File: src/rtl/fadd_issue_ctrl.sv
// Issue/retire controller for the pipelined FP adder: buffers requests,
// caps in-flight ops and re-pairs each in-order result with its request tag.
module fadd_issue_ctrl #(
    parameter int EXPWIDTH        = 5,
    parameter int PRECISION       = 3,
    parameter int CTRL_C_WIDTH    = 16,
    parameter int DEPTH_WARP      = 4,
    parameter int REQ_DEPTH       = 4,
    parameter int MAX_OUTSTANDING = 4,
    localparam int DW = EXPWIDTH + PRECISION + 1,
    localparam int OW = $clog2(MAX_OUTSTANDING) + 1
) (
    input  logic                    clk,
    input  logic                    rst,

    input  logic                    req_valid_i,
    output logic                    req_ready_o,
    input  logic [DW-1:0]           req_a_i,
    input  logic [DW-1:0]           req_b_i,
    input  logic [2:0]              req_rm_i,
    input  logic [CTRL_C_WIDTH-1:0] req_c_i,
    input  logic [7:0]              req_reg_idxw_i,
    input  logic [DEPTH_WARP-1:0]   req_warpid_i,

    output logic                    fa_valid_o,
    input  logic                    fa_ready_i,
    output logic [DW-1:0]           fa_a_o,
    output logic [DW-1:0]           fa_b_o,
    output logic [2:0]              fa_rm_o,

    input  logic                    fr_valid_i,
    output logic                    fr_ready_o,
    input  logic [DW-1:0]           fr_result_i,
    input  logic [4:0]              fr_fflags_i,

    output logic                    rsp_valid_o,
    input  logic                    rsp_ready_i,
    output logic [DW-1:0]           rsp_result_o,
    output logic [4:0]              rsp_fflags_o,
    output logic [CTRL_C_WIDTH-1:0] rsp_c_o,
    output logic [2:0]              rsp_rm_o,
    output logic [7:0]              rsp_reg_idxw_o,
    output logic [DEPTH_WARP-1:0]   rsp_warpid_o,

    output logic [OW-1:0]           outstanding_o,
    output logic                    err_o
);

    localparam int RAW = (REQ_DEPTH > 1) ? $clog2(REQ_DEPTH) : 1;
    localparam int TAW = (MAX_OUTSTANDING > 1) ? $clog2(MAX_OUTSTANDING) : 1;

    typedef struct packed {
        logic [DW-1:0]           a;
        logic [DW-1:0]           b;
        logic [2:0]              rm;
        logic [CTRL_C_WIDTH-1:0] c;
        logic [7:0]              reg_idxw;
        logic [DEPTH_WARP-1:0]   warpid;
    } req_t;

    typedef struct packed {
        logic [CTRL_C_WIDTH-1:0] c;
        logic [2:0]              rm;
        logic [7:0]              reg_idxw;
        logic [DEPTH_WARP-1:0]   warpid;
    } tag_t;

    req_t             req_mem [REQ_DEPTH];
    logic [RAW-1:0]   req_wp;
    logic [RAW-1:0]   req_rp;
    logic [RAW:0]     req_cnt;
    logic             req_full;
    logic             req_empty;
    logic             req_push;
    req_t             req_in;
    req_t             req_head;

    tag_t             tag_mem [MAX_OUTSTANDING];
    logic [TAW-1:0]   tag_wp;
    logic [TAW-1:0]   tag_rp;
    logic [OW-1:0]    tag_cnt;
    logic             tag_empty;
    tag_t             tag_in;
    tag_t             tag_head;

    logic             issue;
    logic             retire;
    logic             retire_ok;
    logic             retire_err;

    assign req_full    = (req_cnt == (RAW+1)'(REQ_DEPTH));
    assign req_empty   = (req_cnt == '0);
    assign req_ready_o = !rst && !req_full;
    assign req_push    = req_valid_i && req_ready_o;

    assign req_in = '{
        a:        req_a_i,
        b:        req_b_i,
        rm:       req_rm_i,
        c:        req_c_i,
        reg_idxw: req_reg_idxw_i,
        warpid:   req_warpid_i
    };
    assign req_head = req_mem[req_rp];

    assign fa_valid_o = !req_empty
                     && (tag_cnt < OW'(MAX_OUTSTANDING));
    assign fa_a_o     = req_head.a;
    assign fa_b_o     = req_head.b;
    assign fa_rm_o    = req_head.rm;
    assign issue      = fa_valid_o && fa_ready_i;

    assign tag_in = '{
        c:        req_head.c,
        rm:       req_head.rm,
        reg_idxw: req_head.reg_idxw,
        warpid:   req_head.warpid
    };
    assign tag_head  = tag_mem[tag_rp];
    assign tag_empty = (tag_cnt == '0);

    assign fr_ready_o = !rsp_valid_o || rsp_ready_i;
    assign retire     = fr_valid_i && fr_ready_o;
    assign retire_ok  = retire && !tag_empty;
    assign retire_err = retire && tag_empty;

    assign outstanding_o = tag_cnt;

    always_ff @(posedge clk) begin
        if (req_push) begin
            req_mem[req_wp] <= req_in;
        end
    end

    always_ff @(posedge clk) begin
        if (rst) begin
            req_wp  <= '0;
            req_rp  <= '0;
            req_cnt <= '0;
        end else begin
            if (req_push) begin
                req_wp <= req_wp + RAW'(1);
            end
            if (issue) begin
                req_rp <= req_rp + RAW'(1);
            end
            unique case ({req_push, issue})
                2'b10:   req_cnt <= req_cnt + (RAW+1)'(1);
                2'b01:   req_cnt <= req_cnt - (RAW+1)'(1);
                default: req_cnt <= req_cnt;
            endcase
        end
    end

    always_ff @(posedge clk) begin
        if (issue) begin
            tag_mem[tag_wp] <= tag_in;
        end
    end

    // Issue is capped at MAX_OUTSTANDING, so the tag FIFO cannot overflow.
    always_ff @(posedge clk) begin
        if (rst) begin
            tag_wp  <= '0;
            tag_rp  <= '0;
            tag_cnt <= '0;
        end else begin
            if (issue) begin
                tag_wp <= tag_wp + TAW'(1);
            end
            if (retire_ok) begin
                tag_rp <= tag_rp + TAW'(1);
            end
            unique case ({issue, retire_ok})
                2'b10:   tag_cnt <= tag_cnt + OW'(1);
                2'b01:   tag_cnt <= tag_cnt - OW'(1);
                default: tag_cnt <= tag_cnt;
            endcase
        end
    end

    always_ff @(posedge clk) begin
        if (rst) begin
            rsp_valid_o    <= 1'b0;
            rsp_result_o   <= '0;
            rsp_fflags_o   <= '0;
            rsp_c_o        <= '0;
            rsp_rm_o       <= '0;
            rsp_reg_idxw_o <= '0;
            rsp_warpid_o   <= '0;
            err_o          <= 1'b0;
        end else begin
            if (retire_ok) begin
                rsp_valid_o    <= 1'b1;
                rsp_result_o   <= fr_result_i;
                rsp_fflags_o   <= fr_fflags_i;
                rsp_c_o        <= tag_head.c;
                rsp_rm_o       <= tag_head.rm;
                rsp_reg_idxw_o <= tag_head.reg_idxw;
                rsp_warpid_o   <= tag_head.warpid;
            end else if (rsp_ready_i) begin
                rsp_valid_o <= 1'b0;
            end
            // A result with no matching tag is dropped and flagged.
            if (retire_err) begin
                err_o <= 1'b1;
            end
        end
    end

endmodule

File: config.mk
export PLATFORM = sky130hd
export DESIGN_NAME = fadd_issue_ctrl
export DESIGN_NICKNAME = d
export VERILOG_FILES = /design/src/rtl/fadd_issue_ctrl.sv
export SDC_FILE = /design/constraint.sdc
export NUM_CORES = 1
export LEC_CHECK = 0
export ABC_CLOCK_PERIOD_IN_PS = 2500
export BUFFER_PORTS_ARGS = -buffer_cell sky130_fd_sc_hd__buf_2
export CORE_ASPECT_RATIO = 0.6
export CORE_MARGIN = 2
export CORE_UTILIZATION = 53
export DETAILED_ROUTE_END_ITERATION = 6
export PLACE_DENSITY = 0.73
export SLEW_MARGIN = 30
export SYNTH_ARGS = -nofsm -noshare
export SYNTH_HDL_FRONTEND = slang
export SYNTH_SLANG_ARGS = --single-unit
File: constraint.sdc
create_clock -name clk -period 2.5 [get_ports clk]
set_clock_uncertainty 0.05 [all_clocks]
set_input_delay 0.25 -clock clk [delete_from_list [all_inputs] [get_ports clk]]
set_output_delay 0.25 -clock clk [all_outputs]
set_load 0.005 [all_outputs]
Word level (Yosys, flattened, before mapping)
Memory sizes are Yosys's and may differ from the RTL's. A register that Yosys moved wholly into a read port is not among the register bits. Cells that the tools add are included.

Mux-type cells: 10. Reductions and logical operators: 18. $add $sub $neg: 8. Equality and inequality tests: 5. Magnitude comparators: 1.

Operators with widths (number): 3-bit one-hot mux with 2 select lines (2); 2-bit by 1-bit adder with 2-bit output (second input constant) (4); 1-bit logical AND (7); 3-bit by 1-bit adder with 3-bit output (second input constant) (2); 3-bit logical NOT (2); 1-bit two-way mux (6); 2-bit nonzero test (3); 3-bit by 1-bit subtractor with 3-bit output (second input constant) (2); 1-bit logical NOT (5); 2-bit by 1-bit equality test with 1-bit output (second input constant) (2); 2-bit equality test (second input constant) (2); 2-bit two-way mux (2); 3-bit equality test (second input constant) (1); 3-bit less-than comparator (second input constant) (1); 1-bit logical OR (1).

Memories: 2. Memory bits (writable): 320. Output and inout port bits: 74. Flip-flop bits (word level): 30.

Memories: req_mem (words 4, bits a word 49, read ports 1, clocked after Yosys merged registers in 1, write ports 1, RTL line 68) `req_t req_mem [REQ_DEPTH];`; tag_mem (words 4, bits a word 31, read ports 1, clocked after Yosys merged registers in 1, write ports 1, RTL line 78) `tag_t tag_mem [MAX_OUTSTANDING];`.

Logic depth before layout (Yosys ltp)
Gate-level depths: netlist of run 1.

Word-level depth: 6. Depth in mapped cells: 9. Depth with buffers taken out: 9.

Worst setup path before layout of run 1
Ideal clock, no wire load.

Path kind: register -> register. Start point: register req_cnt[2]. End point: memory req_mem[1][0] (netlist bit) (enable). Data required time: 2.038 ns. Arrival: 2.014 ns. Period minus slack after synthesis: 2.476 ns. Setup slack: 0.024 ns. Stages on the path, launching flop included: 4. Cells stage by stage: dfxtp_1 nor3b_1 nor3b_2 and2_1.

Word-level cells in the longest chain between the ends: 6.

RTL lines: from (decl) (RTL line 71) `logic [RAW:0] req_cnt;`; from (signal assigned) (RTL line 148) `2'b10: req_cnt <= req_cnt + (RAW+1)'(1);`; from (signal assigned) (RTL line 149) `2'b01: req_cnt <= req_cnt - (RAW+1)'(1);`; from (signal assigned) (RTL line 150) `default: req_cnt <= req_cnt;`; 3-bit equality test (RTL line 91) `assign req_full = (req_cnt == (RAW+1)'(REQ_DEPTH));`; 1-bit logical NOT (RTL line 93) `assign req_ready_o = !rst && !req_full;`; 1-bit logical AND (RTL line 93); 1-bit logical AND (RTL line 94) `assign req_push = req_valid_i && req_ready_o;`; 1-bit two-way mux (RTL line 130) `if (req_push) begin`; 1-bit two-way mux (implied by the code) (RTL line 131) `req_mem[req_wp] <= req_in;`; to (decl) (RTL line 68).

Every way passes these cells.

Final worst setup path of run 1
Start point: register rsp_valid_o. End point: output fr_ready_o.

Word-level cells in the longest chain between the ends: 2.

RTL lines: from (decl) (RTL line 36) `output logic rsp_valid_o,`; from (signal assigned) (RTL line 184) `rsp_valid_o <= 1'b0;`; from (signal assigned) (RTL line 194) `rsp_valid_o <= 1'b1;`; from (signal assigned) (RTL line 202) `rsp_valid_o <= 1'b0;`; 1-bit logical NOT (RTL line 122) `assign fr_ready_o = !rsp_valid_o || rsp_ready_i;`; 1-bit logical OR (RTL line 122); to (decl) (RTL line 32) `output logic fr_ready_o,`.

Every way passes these cells.

==> results of run 1 <==
[timing repair]
action | CTS | global route
hold endpoints to repair | 210 | 0
hold buffers | 63 | 0
setup endpoints to repair | 0 | 1
resized for setup | 0 | 0
buffers inserted | 0 | 3
[per-stage QoR]
stage | setup WS (ns) | util | cells
2_1_floorplan | 0.0241 | - | 766
3_3_place_gp | 0.207 | 0.575 | 1228
3_5_place_dp | 0.142 | 0.575 | 1228
4_1_cts | 0.100 | 0.635 | 1347
5_1_grt | -0.000361 | 0.635 | 1350
6_report | 0.142 | 0.635 | 1350
[worst max-delay path: stages (launching register included)]
cell and delay [ns]:
dfxtp_1 0.33, nor2b_4 0.14, buf_4 0.48, inv_1 0.12, buf_4 0.26, buf_2 0.17
[cells by family (layout without fill, tap and decap cells)]
| logic type | Yosys count | after routing |
|---|---|---|
| adders and majority gates | 12 | 12 |
| muxes | 87 | 87 |
| and+or+nand+nor | 86 | 86 |
| xor gates and xnor gates | 4 | 4 |
| AOI/OAI and AO/OA | 102 | 102 |
| buffers and inverters | 92 | 309 |
| DFF | 383 | 383 |
[flip-flops by register name (all words and copies together) (netlist names), named ones only]
| name | flops |
|---|---|
| err_o | 1 |
| outstanding_o | 3 |
| req_cnt | 3 |
| req_mem | 196 |
| req_rp | 2 |
| req_wp | 2 |
| rsp_c_o | 16 |
| rsp_fflags_o | 5 |
| rsp_reg_idxw_o | 8 |
| rsp_result_o | 9 |
| rsp_rm_o | 3 |
| rsp_valid_o | 1 |
| rsp_warpid_o | 4 |
| tag_mem | 124 |
| tag_rp | 2 |
| tag_wp | 2 |
[routing by layer]
metal	up-vias	track usage	wire [microns]
met2	259	0.312	13400
met1	3957	0.310	13200
li1	3482	-	-
met4	0	0.0571	466
met5	-	0	0
met3	33	0.0439	1890
[area by class of cell]
type / count / area (sq um)
clock buffers: 43 / 926
clock inverters: 13 / 78.8
fillers: 1880 / 9970
inverters: 15 / 56.3
multi-input cells: 291 / 3260
flip-flops and latches: 383 / 10900
well taps: 367 / 459
repair buffers: 238 / 1710
[cells in the final DEF (no fill, tap or decap), types with 5 or more instances in the layout]
cell type | netlist | routed
a21oi_1 | 50 | 50
clkbuf_16 | 0 | 35
buf_12 | 1 | 10
mux2_2 | 5 | 5
mux4_2 | 79 | 79
dfxtp_1 | 63 | 60
ha_1 | 10 | 10
dlygate4sd3_1 | 0 | 63
edfxtp_1 | 320 | 320
buf_2 | 23 | 142
nand4_1 | 46 | 46
clkbuf_1 | 20 | 6
clkinv_2 | 0 | 6
o31ai_1 | 46 | 46
inv_1 | 15 | 15
buf_4 | 24 | 23
nor2_1 | 14 | 14
[final timing paths]
check | slack [ns] | to | start
worst max register to register | 0.18 | outstanding_o[2]$_SDFFE_PP0P_ | outstanding_o[2]$_SDFFE_PP0P_
worst min register to register | 0.42 | err_o$_SDFFE_PP0P_ | err_o$_SDFFE_PP0P_
worst max-delay path | 0.14 | fr_ready_o | rsp_valid_o$_SDFFE_PP0P_
worst min-delay path | 0.08 | register | fa_ready_i
[power by group through the flow]
stage	Sequential, W	Combinational (W)	Clock (W)
floorplan	0.00809	0.00255	0
global placement	0.00818	0.00339	0
detailed placement	0.00821	0.00344	0
CTS	0.00808	0.00354	0.00494
global route	0.00814	0.00387	0.00520
finish	0.00808	0.00353	0.00483
==> PnR_summary.wiki, run 1 <==
{| class="wikitable"
! Metric !! Value
|-
| Final Setup Violations || 0
|-
| IO Pins || between 100 and 150
|-
| Startpoint class of the critical path || register
|-
| Cell taking the most area after synthesis || edfxtp_1
|-
| Power Density || around 950 nW/um^2
|-
| Synthesis-stage register bit count || between 300 and 400
|-
| Synth top area cells || edfxtp_1 66%, mux4_2 12%, dfxtp_1 8.6%
|-
| Net total in the final layout || 1044
|-
| CTS clk-pin slew, worst paths || 0.07 ns
|-
| Fin crit period || about 2.4 ns
|-
| Die outline area || roughly 29000 sq um
|-
| Clock tree from TritonCTS || built
|-
| Clk Latency, worst-skew pair || approximately 0.53 ns
|-
| Clock tree buffer depth || 3
|-
| Vias per cell || ~5.7
|-
| Overall routed net length || ~29 mm
|-
| Initial DRC Count || roughly 740
|-
| Post-synthesis share of cell area spent on xor and xnor gates || 0.00239
|-
| Remaining antenna violation count || 0
|-
| Power dissipated by switching net loads || about 0.0044 W
|-
| Sequential fraction of design power || 0.491
|-
| Number of enable-type register cells in the synthesized netlist || 320
|-
| Maximum capacitance violations || 0
|-
| Layout-stage area growth over the synthesis result || 18.6%
|-
| Post-Syn Area per Cell || about 19 sq um
|-
| TritonCTS Buffers || 34
|-
| Buffers on Ports || between 100 and 150
|-
| Total placed instance area || roughly 16000 sq um
|-
| Register-to-Register Path Depth || 8
|-
| Post-synthesis instance area || approximately 15000 sq um
|-
| Endpoint type of the worst setup path || primary output
|-
| Class of the tightest hold or removal check || in2reg
|-
| Share of final-layout standard cells stronger than drive strength 1 || 0.326
|-
| Wire length of the first global-routing pass || 45.3 mm
|-
| Die height || about 130 microns
|-
| Leakage component of the power || approximately 5.8 nW
|-
| Number of search-and-repair iterations in the first detailed-routing pass || 5
|-
| Via count || just under 8000
|-
| Peak VDD IR || between 0.5 and 0.6 mV
|-
| Top post-synthesis cells by count || 320 x edfxtp_1, 79 x mux4_2, 63 x dfxtp_1
|-
| Adder-Cell Fraction of Synth Area || 0.0113
|-
| Final RePlAce weighted congestion || around 0.75
|-
| Part of the total power dissipated in the clock network || 0.294
|-
| Worst setup path class || reg2out
|-
| Synthesized netlist cell count || 766
|-
| Clk root buf || clkbuf_16
|-
| Fraction of power consumed by combinational cells || 0.215
|-
| Final Total Pwr || between 0.015 and 0.02 W
|-
| Vias in the first global route || 7838
|-
| Half-perimeter wire length after placement || ~17 mm
|-
| Switching share of power || 0.269
|-
| Slew Viols, Final || 0
|-
| Synthesized-area fraction occupied by and/or/nand/nor cells || 0.0360
|-
| Final Hold Fails || 0
|-
| Maximum number of pins on one net before global-route repair || 64
|-
| Combinational family with the most area after synthesis || multiplexers
|-
| Cell with the most instances after synthesis || edfxtp_1
|-
| Count of synthesis-stage warnings from yosys || 0
|-
| H-tree lvl count || 2
|-
| Ant diodes || 0
|-
| Post-Route Setup TNS || 0 ns
|-
| Internal Dissipation || ~0.012 W
|-
| Mapped Nets || 847
|-
| Run status || finished, final reports clean
|-
| Max Clk Rate || approximately 0.42 GHz
|-
| Total routing resource utilization after global routing || 0.207
|-
| Required time reported for the critical path endpoint || between 2 and 2.5 ns
|-
| Peak fanout along the critical path || 49
|-
| Area fraction in compound gates after synthesis || 0.0432
|-
| Fraction of synthesis flops using an asynchronous set or reset pin || 0
|-
| Count of standard-cell rows || 47
|-
| Pin slew with the least headroom to its limit || between 0.6 and 0.7 ns
|-
| Multiplexer share of the synthesized area || 0.128
|-
| DRC errors left || 0
|-
| Number of sinks on the clock net || between 300 and 400
|-
| Placeable core area || around 27000 sq um
|-
| Portion of the post-synthesis area used by sequential elements || 0.742
|-
| Initial standard-cell utilization of the core || 0.536
|-
| Max-slew headroom at the worst pin || 0.551
|-
| Initial antenna violation count || 0
|-
| Global route overflow || 0
|-
| Cell count of the worst hold path || 4
|-
| Final std cell area, no fill || 17400 sq um
|-
| Yosys top cell area share || 0.656
|-
| Mean routed wirelength per cell || between 20 and 25 microns
|-
| Final-layout worst hold slack || around 0.080 ns
|-
| Leading register cell type out of synthesis || edfxtp_1
|-
| Final worst path period share || 0.943
|-
| Die width || about 220 microns
|-
| Endpoint arrival time on the critical path || 2.06 ns
|-
| Count of unique library cells instantiated by Yosys || 36
|}
Note: power is estimated with default switching activity, not from simulation.
==> run 2, diff against run 1 <==
- CORE_ASPECT_RATIO: 0.6 -> 0.75
==> run 2 against run 1 <==
  * Sequential share of layout area down 0.22 points
  * Power up 1.7%
  * Clock power up 6.4%
  * First-iteration DRC count down 34%
  * Worst hold slack better by 0.053 ns
  * Clock-buffer cell count unchanged
  * Via count down 0.34%
  * Register-to-register slack worse by 0.07 ns
  * Non-clock buffer count down 5
  * Global-route usage down 0.53 points
  * Critical path depth up 5
  * Critical endpoint is now outstanding_o[2]$_SDFFE_PP0P_
==> PnR_summary.wiki, run 2 (synthesized netlist as in run 1, its figures left out) <==
{| class="wikitable"
! Metric !! Value
|-
| Startpoint class of the critical path || register
|-
| Cells traversed along the worst timing path || nor3_2 > nor3b_4 > buf_4 > inv_1 > ha_1 > inv_1 > fa_1 > xor2_1 > or3_1 > a21oi_1
|-
| Remaining antenna violation count || 0 (unchanged)
|-
| DRC errors left || 0 (unchanged)
|-
| IO Pins || 143 (unchanged)
|-
| Clk Latency, worst-skew pair || 0.51 ns (-0.02 ns)
|-
| FILL cells || 1820 (-3.2%)
|-
| Buffers on Ports || 142 (unchanged)
|-
| Leakage component of the power || 5.85 nW (+0.47%)
|-
| Mean routed wirelength per cell || 21.4 microns (about the same)
|-
| Endpoint arrival time on the critical path || 2.78 ns (+0.72 ns)
|-
| Post-place setup slack || 0.175 ns (+0.0336 ns)
|-
| TritonCTS Buffers || 36 (+5.9%)
|-
| Slew Viols, Final || 0 (unchanged)
|-
| Total routing resource utilization after global routing || 0.202 (-0.00527)
|-
| Number of cells on the critical path || 10 (+5)
|-
| Half-perimeter wire length after placement || 15.9 mm (-6.9%)
|-
| Family with the most delay on the worst path || simple AND/OR/NAND/NOR gates
|-
| Peak VDD IR || 0.637 mV (+20%)
|-
| Die width || 196 microns (-10%)
|-
| Vias in the first global route || 7780 (-0.74%)
|-
| Global route overflow || 0 (unchanged)
|-
| Clock tree from TritonCTS || built
|-
| Final Setup Violations || 0 (unchanged)
|-
| Max-slew headroom at the worst pin || 0.462 (-0.0895)
|-
| RSZ-0062 raised after global routing || true
|-
| Count of standard-cell rows || 52 (+11%)
|-
| Via count || 7705 (-0.34%)
|-
| Vias per cell || 5.75 (+0.41%)
|-
| Cell count of the worst hold path || 4 (unchanged)
|-
| Maximum number of pins on one net before global-route repair || 64 (unchanged)
|-
| Initial DRC Count || 484 (-34%)
|-
| Dominant cell type by count on the critical path || inv_1
|-
| Post-Route Setup TNS || 0 ns (unchanged)
|-
| Overall routed net length || 28.7 mm (-0.76%)
|-
| Share of final-layout standard cells stronger than drive strength 1 || 0.330 (+0.00476)
|-
| Maximum capacitance violations || 0 (unchanged)
|-
| Highest-count cells in the layout ignoring fill and taps || 320 x edfxtp_1, 142 x buf_2, 79 x mux4_2, 63 x dlygate4sd3_1, 60 x dfxtp_1
|-
| Initial standard-cell utilization of the core || 0.541 (+0.00552)
|-
| Required time reported for the critical path endpoint || 2.88 ns (+0.68 ns)
|-
| Placeable core area || 27100 sq um (-1.0%)
|-
| Die height || 148 microns (+11%)
|-
| Class of the tightest hold or removal check || in2reg
|-
| Pin slew with the least headroom to its limit || 0.807 ns (+0.134 ns)
|-
| H-tree lvl count || 2 (unchanged)
|-
| Buffers and inverters on the worst path || 3 (-1)
|-
| CTS clk-pin slew, worst paths || 0.06 ns (about the same)
|-
| Final worst path period share || 0.957 (+0.0134)
|-
| Max Clk Rate || 0.418 GHz (-1.4%)
|-
| Number of search-and-repair iterations in the first detailed-routing pass || 4 (-1)
|-
| Top Registers || req_mem: 196 flops, tag_mem: 124 flops, rsp_c_o: 16 flops
|-
| Max FFs per register || 196 (unchanged)
|-
| Slowest CP cell || fa_1
|-
| Peak fanout along the critical path || 9 (-82%)
|-
| Final Hold Fails || 0 (unchanged)
|-
| Worst setup path class || reg2reg
|-
| Run status || finished, final reports clean
|-
| Final RePlAce weighted congestion || 0.789 (+5.2%)
|-
| Layout-stage area growth over the synthesis result || 19.0%
|-
| Most frequent standard cell in the layout excluding fill and tap cells || edfxtp_1
|-
| Net total in the final layout || 1041 (-0.29%)
|-
| Wire length of the first global-routing pass || 44.7 mm (-1.3%)
|-
| Worst-case setup margin in the final layout || 0.108 ns (-0.0336 ns)
|-
| Power Density || 959 nW/um^2 (+1.3%)
|-
| Register-to-Register Path Depth || 10 (+2)
|-
| Endpoint type of the worst setup path || register
|-
| Die outline area || 29000 sq um (-0.10%)
|-
| Number of sinks on the clock net || 383 (unchanged)
|-
| Fin crit period || 2.39 ns (+0.0336 ns)
|-
| Clk root buf || clkbuf_16
|-
| Clock tree buffer depth || 3 (unchanged)
|-
| Maximum cell stage delay along the critical path || 0.38 ns (-0.10 ns)
|-
| Largest Register || req_mem
|-
| Initial antenna violation count || 3 (+3)
|}
run 2: changes by cell type in the layout (fill, tap and decap cells not counted), moves of 2 or more:
cell,delta
and2_1,-2
and2_2,+2
buf_4,-5
bufinv_16,+2
clkbuf_16,+2
clkbuf_8,-2
clkinv_2,+5
clkinvlp_4,+2
diode_2,+2
run 2: repair_timing:
| action | in CTS | in global routing |
|---|---|---|
| hold endpoints to repair | 210 | 0 |
| buffers inserted | 0 | 3 |
| resized for setup | 0 | 0 |
| setup endpoints to repair | 0 | 1 |
| hold buffers | 63 | 0 |
run 2: stage by stage:
step           instance area [sq um]  hold WS, ns  instances  power [W]   util
6_report                       17400        0.134       1340     0.0167  0.644
5_1_grt                        17400        0.125       1339     0.0175  0.644
4_1_cts                        17400        0.119       1335     0.0168  0.643
3_5_place_dp                   15700        0.408       1207     0.0116  0.579
3_3_place_gp                   15700        0.397       1207     0.0115  0.579
2_1_floorplan                  14600        0.299        766     0.0106      -
run 2: cell type report:
| type | count | area, sq um | share of cell area |
|---|---|---|---|
| Clock buffer | 43 | 948 | 0.0544 |
| Clock inverter | 22 | 168 | 0.00962 |
| Timing Repair Buffer | 233 | 1680 | 0.0962 |
| Antenna cell | 2 | 5.00 | 0.000287 |
| Tap cell | 351 | 439 | 0.0252 |
| Multi-Input combinational cell | 291 | 3270 | 0.187 |
| Inverter | 15 | 56.3 | 0.00323 |
| Sequential cell | 383 | 10900 | 0.624 |
run 2: final timing paths:
| kind | startpoint | endpoint | slack (ns) |
|---|---|---|---|
| worst min-delay path | rst | req_wp[0]$_SDFFE_PP0P_ | 0.13 |
| worst max register to register | req_cnt[2]$_SDFFE_PP0P_ | outstanding_o[2]$_SDFFE_PP0P_ | 0.11 |
| worst max-delay path | req_cnt[2]$_SDFFE_PP0P_ | outstanding_o[2]$_SDFFE_PP0P_ | 0.11 |
| worst min register to register | rsp_c_o[7]$_SDFFE_PP0P_ | rsp_c_o[7]$_SDFFE_PP0P_ | 0.42 |
run 2: tightest hold or removal path: cells and delay by family:
family,cells,cell delay (ns)
buffers and inverters,2,0.25
muxes,1,0.11
and+or+nand+nor,1,0.05
run 2: where the power goes:
part | leakage, nW | switching, W | internal [W]
clock network | 0.550 | 0.00221 | 0.00293
registers | 3.41 | 0.000298 | 0.00777
logic | 1.89 | 0.00192 | 0.00160
total | 5.85 | 0.00442 | 0.0123
run 2: per-layer routing:
layer	GRT usage	part of all wire	up-vias	wire length, microns
li1	-	-	3493	-
met1	0.285	0.44	3907	12700
met2	0.329	0.48	264	13700
met3	0.0436	0.063	39	1820
met4	0.0443	0.014	2	399
met5	0	0.00045	-	13
==> run 3, diff against run 2 <==
--- a/constraint.sdc
+++ b/constraint.sdc
@@ -4,2 +4,2 @@
 set_output_delay 0.25 -clock clk [all_outputs]
-set_load 0.005 [all_outputs]
+set_load 0.05 [all_outputs]
==> run 3 against run 2 <==
  * Non-clock buffer count increased by 4
  * Sequential cell count unchanged
  * Combinational power increased by 30%
  * Worst hold slack improved by 0.0043 ns
  * Final cell count increased by 0.45%
  * Global-route usage increased by 0.11 points
  * Via count increased by 0.21%
  * Critical endpoint is now req_cnt[2]$_SDFFE_PP0P_
  * Critical path type unchanged
  * Worst setup slack improved by 0.040 ns
  * Wire length increased by 1.0%
==> PnR_summary.wiki, run 3 (synthesized netlist as in run 1, its figures left out) <==
{| class="wikitable"
! Metric !! Value
|-
| Top Registers || req_mem: 196 flops, tag_mem: 124 flops, rsp_c_o: 16 flops
|-
| Maximum cell stage delay along the critical path || 0.42 ns (+0.04 ns)
|-
| Most frequent standard cell in the layout excluding fill and tap cells || edfxtp_1
|-
| Wire length of the first global-routing pass || 44.9 mm (+0.43%)
|-
| Total placed instance area || 15700 sq um (+0.26%)
|-
| Clk root buf || clkbuf_16
|-
| Half-perimeter wire length after placement || 16.4 mm (+3.3%)
|-
| Cells traversed along the worst timing path || nor3_2 > nor3b_4 > ha_1 > inv_1 > fa_1 > xor2_1 > or3_1 > a21oi_1
|-
| Internal Dissipation || 0.0127 W (+3.6%)
|-
| Initial antenna violation count || 3 (unchanged)
|-
| Met1 Wirelength || 13.0 mm (+2.0%)
|-
| Count of standard-cell rows || 52 (unchanged)
|-
| Final worst path period share || 0.941 (-0.0159)
|-
| Slew Viols, Final || 0 (unchanged)
|-
| Final Util || 0.651 (+0.00707)
|-
| Buffers and inverters on the worst path || 1 (-2)
|-
| Remaining antenna violation count || 0 (unchanged)
|-
| Global route overflow || 0 (unchanged)
|-
| Die width || 196 microns (unchanged)
|-
| Area taken by multi-input logic gates || 3270 sq um (about the same)
|-
| Final Hold Fails || 0 (unchanged)
|-
| Worst-case setup margin in the final layout || 0.148 ns (+0.0397 ns)
|-
| WL met2 || 13.8 mm (+0.36%)
|-
| Slowest CP cell || nor3b_4
|-
| Final std cell area, no fill || 17600 sq um (+1.1%)
|-
| Layout-stage area growth over the synthesis result || 20.3%
|-
| Share of final-layout standard cells stronger than drive strength 1 || 0.339 (+0.00874)
|-
| FILL cells || 1819 (-0.055%)
|-
| Highest routed layer || met5
|-
| Max-slew headroom at the worst pin || 0.493 (+0.0313)
|-
| Placeable core area || 27100 sq um (unchanged)
|-
| Overall routed net length || 29.0 mm (+1.0%)
|-
| H-tree lvl count || 2 (unchanged)
|-
| Max FFs per register || 196 (unchanged)
|-
| RSZ-0062 raised after global routing || false
|-
| Net total in the final layout || 1046 (+0.48%)
|-
| Power Density || 1040 nW/um^2 (+8.1%)
|-
| Total area of sequential cells || 10900 sq um (about the same)
|-
| Total routing resource utilization after global routing || 0.203 (+0.00113)
|-
| Leakage component of the power || 5.95 nW (+1.7%)
|-
| TritonCTS Buffers || 37 (+2.8%)
|-
| Power dissipated by switching net loads || 0.00553 W (+25%)
|-
| Required time reported for the critical path endpoint || 2.89 ns (about the same)
|-
| Vias in the first global route || 7826 (+0.59%)
|-
| Startpoint class of the critical path || register
|-
| Class of the tightest hold or removal check || in2reg
|-
| Clock tree buffer depth || 3 (unchanged)
|-
| DRC errors left || 0 (unchanged)
|-
| Sequential fraction of design power || 0.443 (-0.039)
|-
| Die outline area || 29000 sq um (unchanged)
|-
| Buffers on Ports || 142 (unchanged)
|-
| Switching share of power || 0.302 (+0.0382)
|-
| Initial standard-cell utilization of the core || 0.541 (unchanged)
|-
| Maximum number of pins on one net before global-route repair || 64 (unchanged)
|-
| Family with the most delay on the worst path || simple AND/OR/NAND/NOR gates
|-
| Initial DRC Count || 523 (+8.1%)
|-
| Peak fanout along the critical path || 10 (+1)
|-
| Number of sinks on the clock net || 383 (unchanged)
|-
| Maximum capacitance violations || 0 (unchanged)
|-
| Final-layout worst hold slack || 0.138 ns (+0.00431 ns)
|-
| Highest-count cells in the layout ignoring fill and taps || 320 x edfxtp_1, 142 x buf_2, 79 x mux4_2, 63 x dlygate4sd3_1, 57 x dfxtp_1
|-
| Number of search-and-repair iterations in the first detailed-routing pass || 4 (unchanged)
|-
| Worst setup path class || reg2reg
|-
| Final RePlAce weighted congestion || 0.767 (-2.8%)
|-
| IO Pins || 143 (unchanged)
|-
| Fraction of power consumed by combinational cells || 0.250 (+0.040)
|-
| Met3 wire length || 1.66 mm (-8.4%)
|-
| Mean routed wirelength per cell || 21.5 microns (+0.56%)
|-
| Run status || finished, final reports clean
|-
| Post-place setup slack || 0.174 ns (-0.00129 ns)
|-
| Via count || 7721 (+0.21%)
|-
| Die height || 148 microns (unchanged)
|-
| Clk Latency, worst-skew pair || 0.53 ns (+0.02 ns)
|-
| Vias per cell || 5.74 (-0.24%)
|-
| Part of the total power dissipated in the clock network || 0.308 (about the same)
|-
| Post-Route Setup TNS || 0 ns (unchanged)
|-
| Peak VDD IR || 0.750 mV (+18%)
|-
| CTS clk-pin slew, worst paths || 0.06 ns (about the same)
|-
| Pin slew with the least headroom to its limit || 0.760 ns (-0.0469 ns)
|-
| Max Clk Rate || 0.425 GHz (+1.7%)
|-
| Endpoint type of the worst setup path || register
|-
| Endpoint arrival time on the critical path || 2.74 ns (-0.04 ns)
|-
| Clock tree from TritonCTS || built
|-
| Final Setup Violations || 0 (unchanged)
|-
| Fin crit period || 2.35 ns (-0.0397 ns)
|-
| Largest Register || req_mem
|}
==> run 3: what timing repair did <==
item,CTS,global route
hold endpoints to repair,210,0
setup endpoints to repair,0,4
resized for setup,0,1
hold buffers,63,0
setup buffers,0,4
==> run 3: area by class of cell <==
cell class                      instances  area share
Multi-Input combinational cell        291       0.185
Tap cell                              351      0.0249
Sequential cell                       383       0.617
Clock buffer                           48      0.0578
Timing Repair Buffer                  237      0.0980
Clock inverter                         20      0.0133
Inverter                               15     0.00319
Antenna cell                            1    0.000142
==> run 3: worst paths after layout <==
check	end	from	cells past startpoint	slack, ns
max	req_cnt[2]$_SDFFE_PP0P_	req_cnt[0]$_SDFFE_PP0P_	8	0.15
min	req_wp[0]$_SDFFE_PP0P_	rst	4	0.14
max reg2reg	req_cnt[2]$_SDFFE_PP0P_	req_cnt[0]$_SDFFE_PP0P_	8	0.15
min reg2reg	rsp_c_o[7]$_SDFFE_PP0P_	rsp_c_o[7]$_SDFFE_PP0P_	2	0.42
==> run 3: metal layers <==
| metal | vias up | track usage |
|---|---|---|
| li1 | 3488 | - |
| met4 | 2 | 0.0489 |
| met5 | - | 0 |
| met3 | 47 | 0.0356 |
| met2 | 248 | 0.324 |
| met1 | 3936 | 0.297 |
==> run 3: per-stage QoR <==
step	instances	power (W)
finish	1346	0.0183
global route	1345	0.0190
global placement	1210	0.0126
floorplan	766	0.0117
detailed placement	1210	0.0127
CTS	1341	0.0184
==> run 3: worst register-to-register path, cell delays in order, from the launching register on <==
cell,delay (ns)
dfxtp_1,0.40
nor3_2,0.11
nor3b_4,0.42
ha_1,0.27
inv_1,0.06
fa_1,0.37
xor2_1,0.16
or3_1,0.31
a21oi_1,0.14
==> run 3: power by group through the flow <==
stage,combinational [W],sequential (W),clock (W)
floorplan,0.00303,0.00865,0
global placement,0.00435,0.00822,0
detailed placement,0.00440,0.00826,0
CTS,0.00450,0.00813,0.00574
global route,0.00487,0.00815,0.00599
finish,0.00456,0.00809,0.00562
